==> src/rtl/a2d_arbiter.sv <==
// Round-robin arbiter sharing one A2D converter between three requesters.
// Optional conversion timeout enabled by defining A2D_ARB_TIMEOUT_EN.
module a2d_arbiter #(
    parameter int TIMEOUT = 1023
) (
    input  logic        clk,
    input  logic        rst_n,
    input  logic [2:0]  req,
    input  logic [8:0]  chnl_in,
    output logic [2:0]  gnt,
    output logic [2:0]  done,
    output logic [2:0]  err,
    output logic [11:0] rd_data,
    output logic        strt_cnv,
    output logic [2:0]  chnnl,
    input  logic        cnv_cmplt,
    input  logic [11:0] res
);

    localparam logic [1:0] IDLE  = 2'd0;
    localparam logic [1:0] START = 2'd1;
    localparam logic [1:0] WAIT  = 2'd2;

    if (TIMEOUT < 1 || TIMEOUT > 1023) begin : g_bad_timeout
        $error("a2d_arbiter: TIMEOUT must be in 1..1023");
    end

    logic [1:0] state;
    logic [1:0] last;
    logic [1:0] win;
    logic [1:0] idx;
    logic       found;
    logic [1:0] cur;
    logic [2:0] sel_chnl;

    // Search starts one past the last served requester, wrapping mod 3.
    always_comb begin
        win   = 2'd0;
        idx   = 2'd0;
        found = 1'b0;
        for (int k = 0; k < 3; k++) begin
            idx = 2'((int'(last) + 1 + k) % 3);
            if (!found && req[idx]) begin
                win   = idx;
                found = 1'b1;
            end
        end
    end

    always_comb begin
        case (win)
            2'd0:    sel_chnl = chnl_in[2:0];
            2'd1:    sel_chnl = chnl_in[5:3];
            default: sel_chnl = chnl_in[8:6];
        endcase
    end

    always_comb begin
        cur = gnt[2] ? 2'd2 : (gnt[1] ? 2'd1 : 2'd0);
    end

    assign strt_cnv = (state == START);

`ifdef A2D_ARB_TIMEOUT_EN
    logic [9:0] cnt;
    logic       tmo;

    always_ff @(posedge clk or negedge rst_n) begin
        if (!rst_n)
            cnt <= '0;
        else if (state == START)
            cnt <= '0;
        else if (state == WAIT)
            cnt <= cnt + 10'd1;
    end

    assign tmo = (state == WAIT) && (cnt == 10'(TIMEOUT - 1));
`else
    assign err = '0;
`endif

    always_ff @(posedge clk or negedge rst_n) begin
        if (!rst_n) begin
            state   <= IDLE;
            gnt     <= '0;
            done    <= '0;
            rd_data <= '0;
            chnnl   <= '0;
            last    <= 2'd2;
`ifdef A2D_ARB_TIMEOUT_EN
            err     <= '0;
`endif
        end else begin
            done <= '0;
`ifdef A2D_ARB_TIMEOUT_EN
            err  <= '0;
`endif
            case (state)
                IDLE: begin
                    if (|req) begin
                        gnt   <= 3'b001 << win;
                        chnnl <= sel_chnl;
                        state <= START;
                    end
                end
                // A complete seen here belongs to an earlier conversion.
                START: state <= WAIT;
                WAIT: begin
                    if (cnv_cmplt) begin
                        rd_data <= res;
                        done    <= gnt;
                        gnt     <= '0;
                        last    <= cur;
                        state   <= IDLE;
                    end
`ifdef A2D_ARB_TIMEOUT_EN
                    else if (tmo) begin
                        err   <= gnt;
                        gnt   <= '0;
                        last  <= cur;
                        state <= IDLE;
                    end
`endif
                end
                default: state <= IDLE;
            endcase
        end
    end

endmodule

==> config.mk <==
export PLATFORM = sky130hd
export DESIGN_NAME = a2d_arbiter
export DESIGN_NICKNAME = d
export VERILOG_FILES = /design/src/rtl/a2d_arbiter.sv
export SDC_FILE = /design/constraint.sdc
export NUM_CORES = 1
export LEC_CHECK = 0
export CORE_UTILIZATION = 45
export CTS_CLUSTER_SIZE = 16
export DETAILED_ROUTE_END_ITERATION = 8
export GPL_ROUTABILITY_DRIVEN = 0
export GPL_TIMING_DRIVEN = 0
export PLACE_DENSITY = 0.95
export RECOVER_POWER = 50
export SKIP_LAST_GASP = 1
export SLEW_MARGIN = 20
export SYNTH_ARGS = -nofsm -noshare
export SYNTH_HDL_FRONTEND = slang
export SYNTH_SLANG_ARGS = --single-unit
==> constraint.sdc <==
create_clock -name clk -period 4 [get_ports clk]
set_input_delay 0.8 -clock clk [delete_from_list [all_inputs] [get_ports clk]]
set_output_delay 0.8 -clock clk [all_outputs]
set_load 0.03 [all_outputs]
Word-level counts from Yosys, hierarchy flattened

Index checks and enable logic that the tools add are counted.

Register bits after elaboration: 25
Output and inout bits: 25
Logic and storage cells: 55

Add/subtract/negate cells: 3
Divide/modulo/power cells: 3
$lt $le $gt $ge: 3
Equality and inequality tests: 5
Shift operators: 1
Muxes and demuxes: 22
Reduce and logical (&&, ||, !) cells: 12

Operators by type and width:

| operator                                                    | number |
|---|---|
| modulo 32 x 3 -> 32 bit (second input constant)             | 3 |
| adder 32 x 2 -> 32 bit (second input constant)              | 1 |
| 2-to-1 mux 2 bit                                            | 6 |
| 2-to-1 mux 3 bit                                            | 4 |
| case mux 3 bit (2 select lines)                             | 2 |
| less-than comparator 2 x 3 -> 1 bit (second input constant) | 3 |
| binary-select mux 1 bit (select 2 bit)                      | 3 |
| 2-to-1 mux 1 bit                                            | 6 |
| case mux 2 bit (3 select lines)                             | 1 |
| AND reduction 2 bit                                         | 3 |
| adder 3 x 2 -> 4 bit (second input constant)                | 1 |
| == test 2 x 1 -> 1 bit (second input constant)              | 2 |
| logical NOT 2 bit                                           | 2 |
| != test 2 bit (second input constant)                       | 2 |
| adder 2 x 1 -> 3 bit (second input constant)                | 1 |
| AND reduction 3 bit                                         | 1 |
| OR reduction 3 bit                                          | 1 |
| << shifter 1 x 2 -> 3 bit (first input constant)            | 1 |
| == test 2 bit (second input constant)                       | 1 |
| logical AND 1 bit                                           | 2 |
| logical NOT 1 bit                                           | 2 |
| nonzero test 2 bit                                          | 1 |

Longest topological paths before layout

Word-level depth: 14
Gate-level depth with buffers: 7

Worst setup path before layout

No wires, ideal clock.

Path type: register -> register
Start: reg last[1]
End: reg chnnl[0]
Setup time: 0.139 ns
Arrival: 1.884 ns
Required time: 3.861 ns
Slack: 1.977 ns
Stages on the path, launching flop included: 7
Path buffers: 0
Clock period less this slack: 2.023 ns
Cell sequence: dfstp_2 -> ha_1 -> or2_0 -> a32o_2 -> or3_4 -> nand4_1 -> a41oi_1

Longest elaborated chain between the ends: 13

RTL lines:

| what                                                                           | RTL line | text |
|---|---|---|
| from (decl)                                                                    | 29       | `logic [1:0] last;` |
| from (signal assigned)                                                         | 113      | `last <= cur;` |
| adder 2 x 1 -> 3 bit (*)                                                       | 42       | `idx = 2'((int'(last) + 1 + k) % 3);` |
| parallel branches: the longest is 9 deep, another holds adder 32 x 2 -> 32 bit | -        |  |
| 2-to-1 mux 2 bit (*)                                                           | 43       | `if (!found && req[idx]) begin` |
| == test 2 x 1 -> 1 bit or logical NOT 2 bit (tied branches)                    | 51       | `case (win)` |
| case mux 3 bit (2 select lines) (*)                                            | 51       |  |
| to (signal assigned)                                                           | 102      | `chnnl <= sel_chnl;` |
| to (decl)                                                                      | 15       | `output logic [2:0] chnnl,` |

Every way passes the cells marked *. The select of a mux whose other input is x is not followed.
A chain may end at the register's enable or synchronous reset.

Final worst setup path

Start: reg state[1]
End: out strt_cnv

Longest elaborated chain between the ends: 1

RTL lines:

| what                   | RTL line | text |
|---|---|---|
| from (decl)            | 28       | `logic [1:0] state;` |
| from (signal assigned) | 84       | `state <= IDLE;` |
| from (signal assigned) | 103      | `state <= START;` |
| from (signal assigned) | 107      | `START: state <= WAIT;` |
| == test 2 x 1 -> 1 bit | 62       | `assign strt_cnv = (state == START);` |
| to (decl)              | 14       | `output logic strt_cnv,` |

No other way between the ends.

==> flow_metrics.env <==
export IMPL_instances_no_fill=196
export IMPL_detail_route_antenna_nets=0
export IMPL_yosys_area_share_simple_pct=19.1
export IMPL_syn_inst=112
export IMPL_leakagePower_nw=0.778
export IMPL_finalCriticalPeriod_ps=2450
export IMPL_max_cap_violations=0
export IMPL_root_buffer="clkbuf_4"
export IMPL_cp_cell_sequence="nor2b_1 -> clkdlybuf4s50_1"
export IMPL_dpl_cell_count=192
export IMPL_fin_skew_ps=6.42
export IMPL_clock_sinks=25
export IMPL_cp_slowest_cell="clkdlybuf4s50_1"
export IMPL_critPathArrivalTime_ps=1650
export IMPL_drt_iter0_drc=24
export IMPL_yosysTopAreaCellShare_pct=48.6
export IMPL_cts_buffers=3
export IMPL_postCtsResizedCells=0
export IMPL_synth_seq_cells=25
export IMPL_status="complete, no violations"
export IMPL_worstSetupEndpointType="primary output"
export IMPL_grt_pass1_vias=1001
export IMPL_syn_to_final_growth_pct=44.4
export IMPL_critPathRequiredTime_ps=3200
export IMPL_synth_compound_area_share_pct=11.0
export IMPL_cts_setup_buffers=0
export IMPL_drive_above_1_share_pct=15.7
export IMPL_hold_viol_final=0
export IMPL_synth_area_leader_cell="dfrtp_1"
export IMPL_grt_pass1_wl_mm=4.37
export IMPL_io_buffer_count=48
export IMPL_fmax_mhz=408
export IMPL_power_density_nw_per_um2=783
export IMPL_seq_area_frac_synth_pct=50.7
export IMPL_synthXorXnorAreaFrac_pct=0
export IMPL_synthArstFlopShare_pct=100
export IMPL_cts_max_path_buffers=2
export IMPL_cts_reportedPaths_clkPinSlew_ps=140
export IMPL_reg2reg_setup_slack_ps=1810
export IMPL_rsz0062_at_grt="false"
export IMPL_crit_path_max_incr_delay_ps=700
export IMPL_peakVddDrop_v=0.000640
export IMPL_hold_buffers=0
export IMPL_synth_area_leaders="dfrtp_1, mux2_2, ha_1"
export IMPL_n_antenna_cell=0
export IMPL_drc_errors=0
export IMPL_slew_violations=0
export IMPL_hold_slack_ps=522
export IMPL_r2r_end="chnnl[2]"
export IMPL_yosysMostFrequentCell="dfrtp_1"
export IMPL_netlist_area_sq_um=1240
export IMPL_setup_violations=0
export IMPL_clk_latency_ps=330
export IMPL_start_util_pct=48.6
export IMPL_synthAdderAreaFrac_pct=3.04
export IMPL_synth_cell_types=40
export IMPL_grt_max_degree=26
export IMPL_die_y_microns=54.4
export IMPL_nets=197
export IMPL_setup_tns_ps=0
export IMPL_rows=18
export IMPL_dp_hpwl_mm=2.21
export IMPL_timing_worst_setup_path_type="register to primary output"
export IMPL_overflow=0
export IMPL_vias_per_cell=5.42
export IMPL_synth_top_family_by_area="simple AND/OR/NAND/NOR gates"
export IMPL_syn_avg_cell_area_sq_um=11.0
export IMPL_hp_class="register to register"
export IMPL_track_usage_pct=20.9
export IMPL_synthTopCellsByCount="dfrtp_1, mux2_2, nand2_1, o21ai_0, nor2_1"
export IMPL_drt_total_wl_mm=2.83
export IMPL_synth_edf_count=0
export IMPL_timing_rr_start="last[0]"
export IMPL_worstSetupEndpoint="strt_cnv"
export IMPL_die_w_microns=54.4
export IMPL_crit_start="state[1]"
export IMPL_yosys_warnings=0
export IMPL_fp_dieArea_sq_um=2960
export IMPL_dr_pass1_iters=4
export IMPL_critPathLaunchType="register"
export IMPL_ys_flop_type="dfrtp_1"
export IMPL_synthMuxAreaShare_pct=10.9
export IMPL_cts_tree="yes"
export IMPL_worst_pin_slew_ps=1260
export IMPL_routedWlPerCell_microns=14.4
export IMPL_fillers=205
export IMPL_grt_antenna_before_repair=0
export IMPL_reg2reg_depth=7
export IMPL_ios=52
export IMPL_htree_num_levels=1
export IMPL_core_area_sq_um=2540
export IMPL_timing_slew_headroom_pct=16.1
export IMPL_crit_fanout=4
export IMPL_num_vias=1063
export IMPL_period_share_pct=61.2
-- cells in the final DEF (no fill, tap or decap), drive strengths merged, types with 2 or more instances in the layout --
cell | netlist | final
conb | 1 | 3
dlygate4sd3 | 0 | 2
nor2 | 6 | 6
nor2b | 5 | 5
o21ai | 7 | 7
buf | 4 | 4
or2 | 2 | 2
nand2 | 7 | 7
nand4 | 3 | 3
nor3b | 2 | 2
clkbuf | 2 | 6
inv | 5 | 5
a41oi | 2 | 2
nor3 | 2 | 2
or3 | 2 | 2
ha | 3 | 3
o31ai | 2 | 2
nand3 | 2 | 2
mux2 | 12 | 12
dfrtp | 24 | 24
nand3b | 2 | 2
clkdlybuf4s50 | 0 | 45
-- cell type report --
cell class,count,area [sq um],area share [%]
sequential,25,627,35.1
multi-input combinational,77,557,31.2
timing repair buffer,48,474,26.6
buffer,6,37.5,2.10
tap,30,37.5,2.10
clock buffer,3,22.5,1.26
inverter,6,22.5,1.26
clock inverter,1,7.51,0.420
-- worst max-delay path: cells and delay by family (launching register included) --
kind                   cells  cell delay (ps)
and+or+nand+nor            1              190
buffers and inverters      1              700
DFF                        1              430
-- worst min path at each step --
| stage | start | to | slack (ps) | depth (start not counted) |
|---|---|---|---|---|
| 2_1_floorplan | gnt[2] | last[0] | 480 | 1 |
| 3_3_place_gp | rd_data[5] | rd_data[5] | 490 | 1 |
| 3_5_place_dp | rd_data[0] | rd_data[0] | 500 | 1 |
| 4_1_cts | rd_data[0] | rd_data[0] | 530 | 1 |
| 5_1_grt | last[1] | last[1] | 540 | 1 |
| 6_report | rd_data[0] | rd_data[0] | 520 | 1 |
-- registers in the layout, indices dropped and copies added, names as in the netlist --
register,cells
chnnl,3
done,3
gnt,3
last,2
rd_data,12
state,2
-- logic make-up after synthesis --
family,after synthesis
adder cells (fa/ha/maj),3
AND/OR/NAND/NOR,40
multiplexers,12
AO/OA/AOI/OAI,19
buffers and inverters,12
flip-flops,25
other,1
-- power breakdown --
part / switching (W) / leakage, nW / internal, W
registers: 0.0000651 / 0.304 / 0.000368
logic: 0.000464 / 0.460 / 0.000383
clock network: 0.0000797 / 0.0139 / 0.0000383
-- per-layer routing --
layer / track usage, % / vias to the layer above / wire length (microns)
met5: 0 / - / 0
met4: 11.1 / 0 / 90
met3: 2.50 / 14 / 129
met2: 35.8 / 45 / 1500
met1: 25.5 / 505 / 1110
li1: - / 499 / -
-- stage by stage --
stage | util [%] | worst slack, ps | power [W] | area (sq um)
after CTS | 70.4 | 1550 | 0.00140 | 1790
after global placement | 69.2 | 1590 | 0.00125 | 1760
after detailed placement | 69.2 | 1510 | 0.00128 | 1760
final | 70.2 | 1550 | 0.00140 | 1790
after floorplan | - | 1980 | 0.000973 | 1240
after global routing | 70.2 | 1500 | 0.00149 | 1790
No activity file was read; power rests on OpenSTA's default activity.
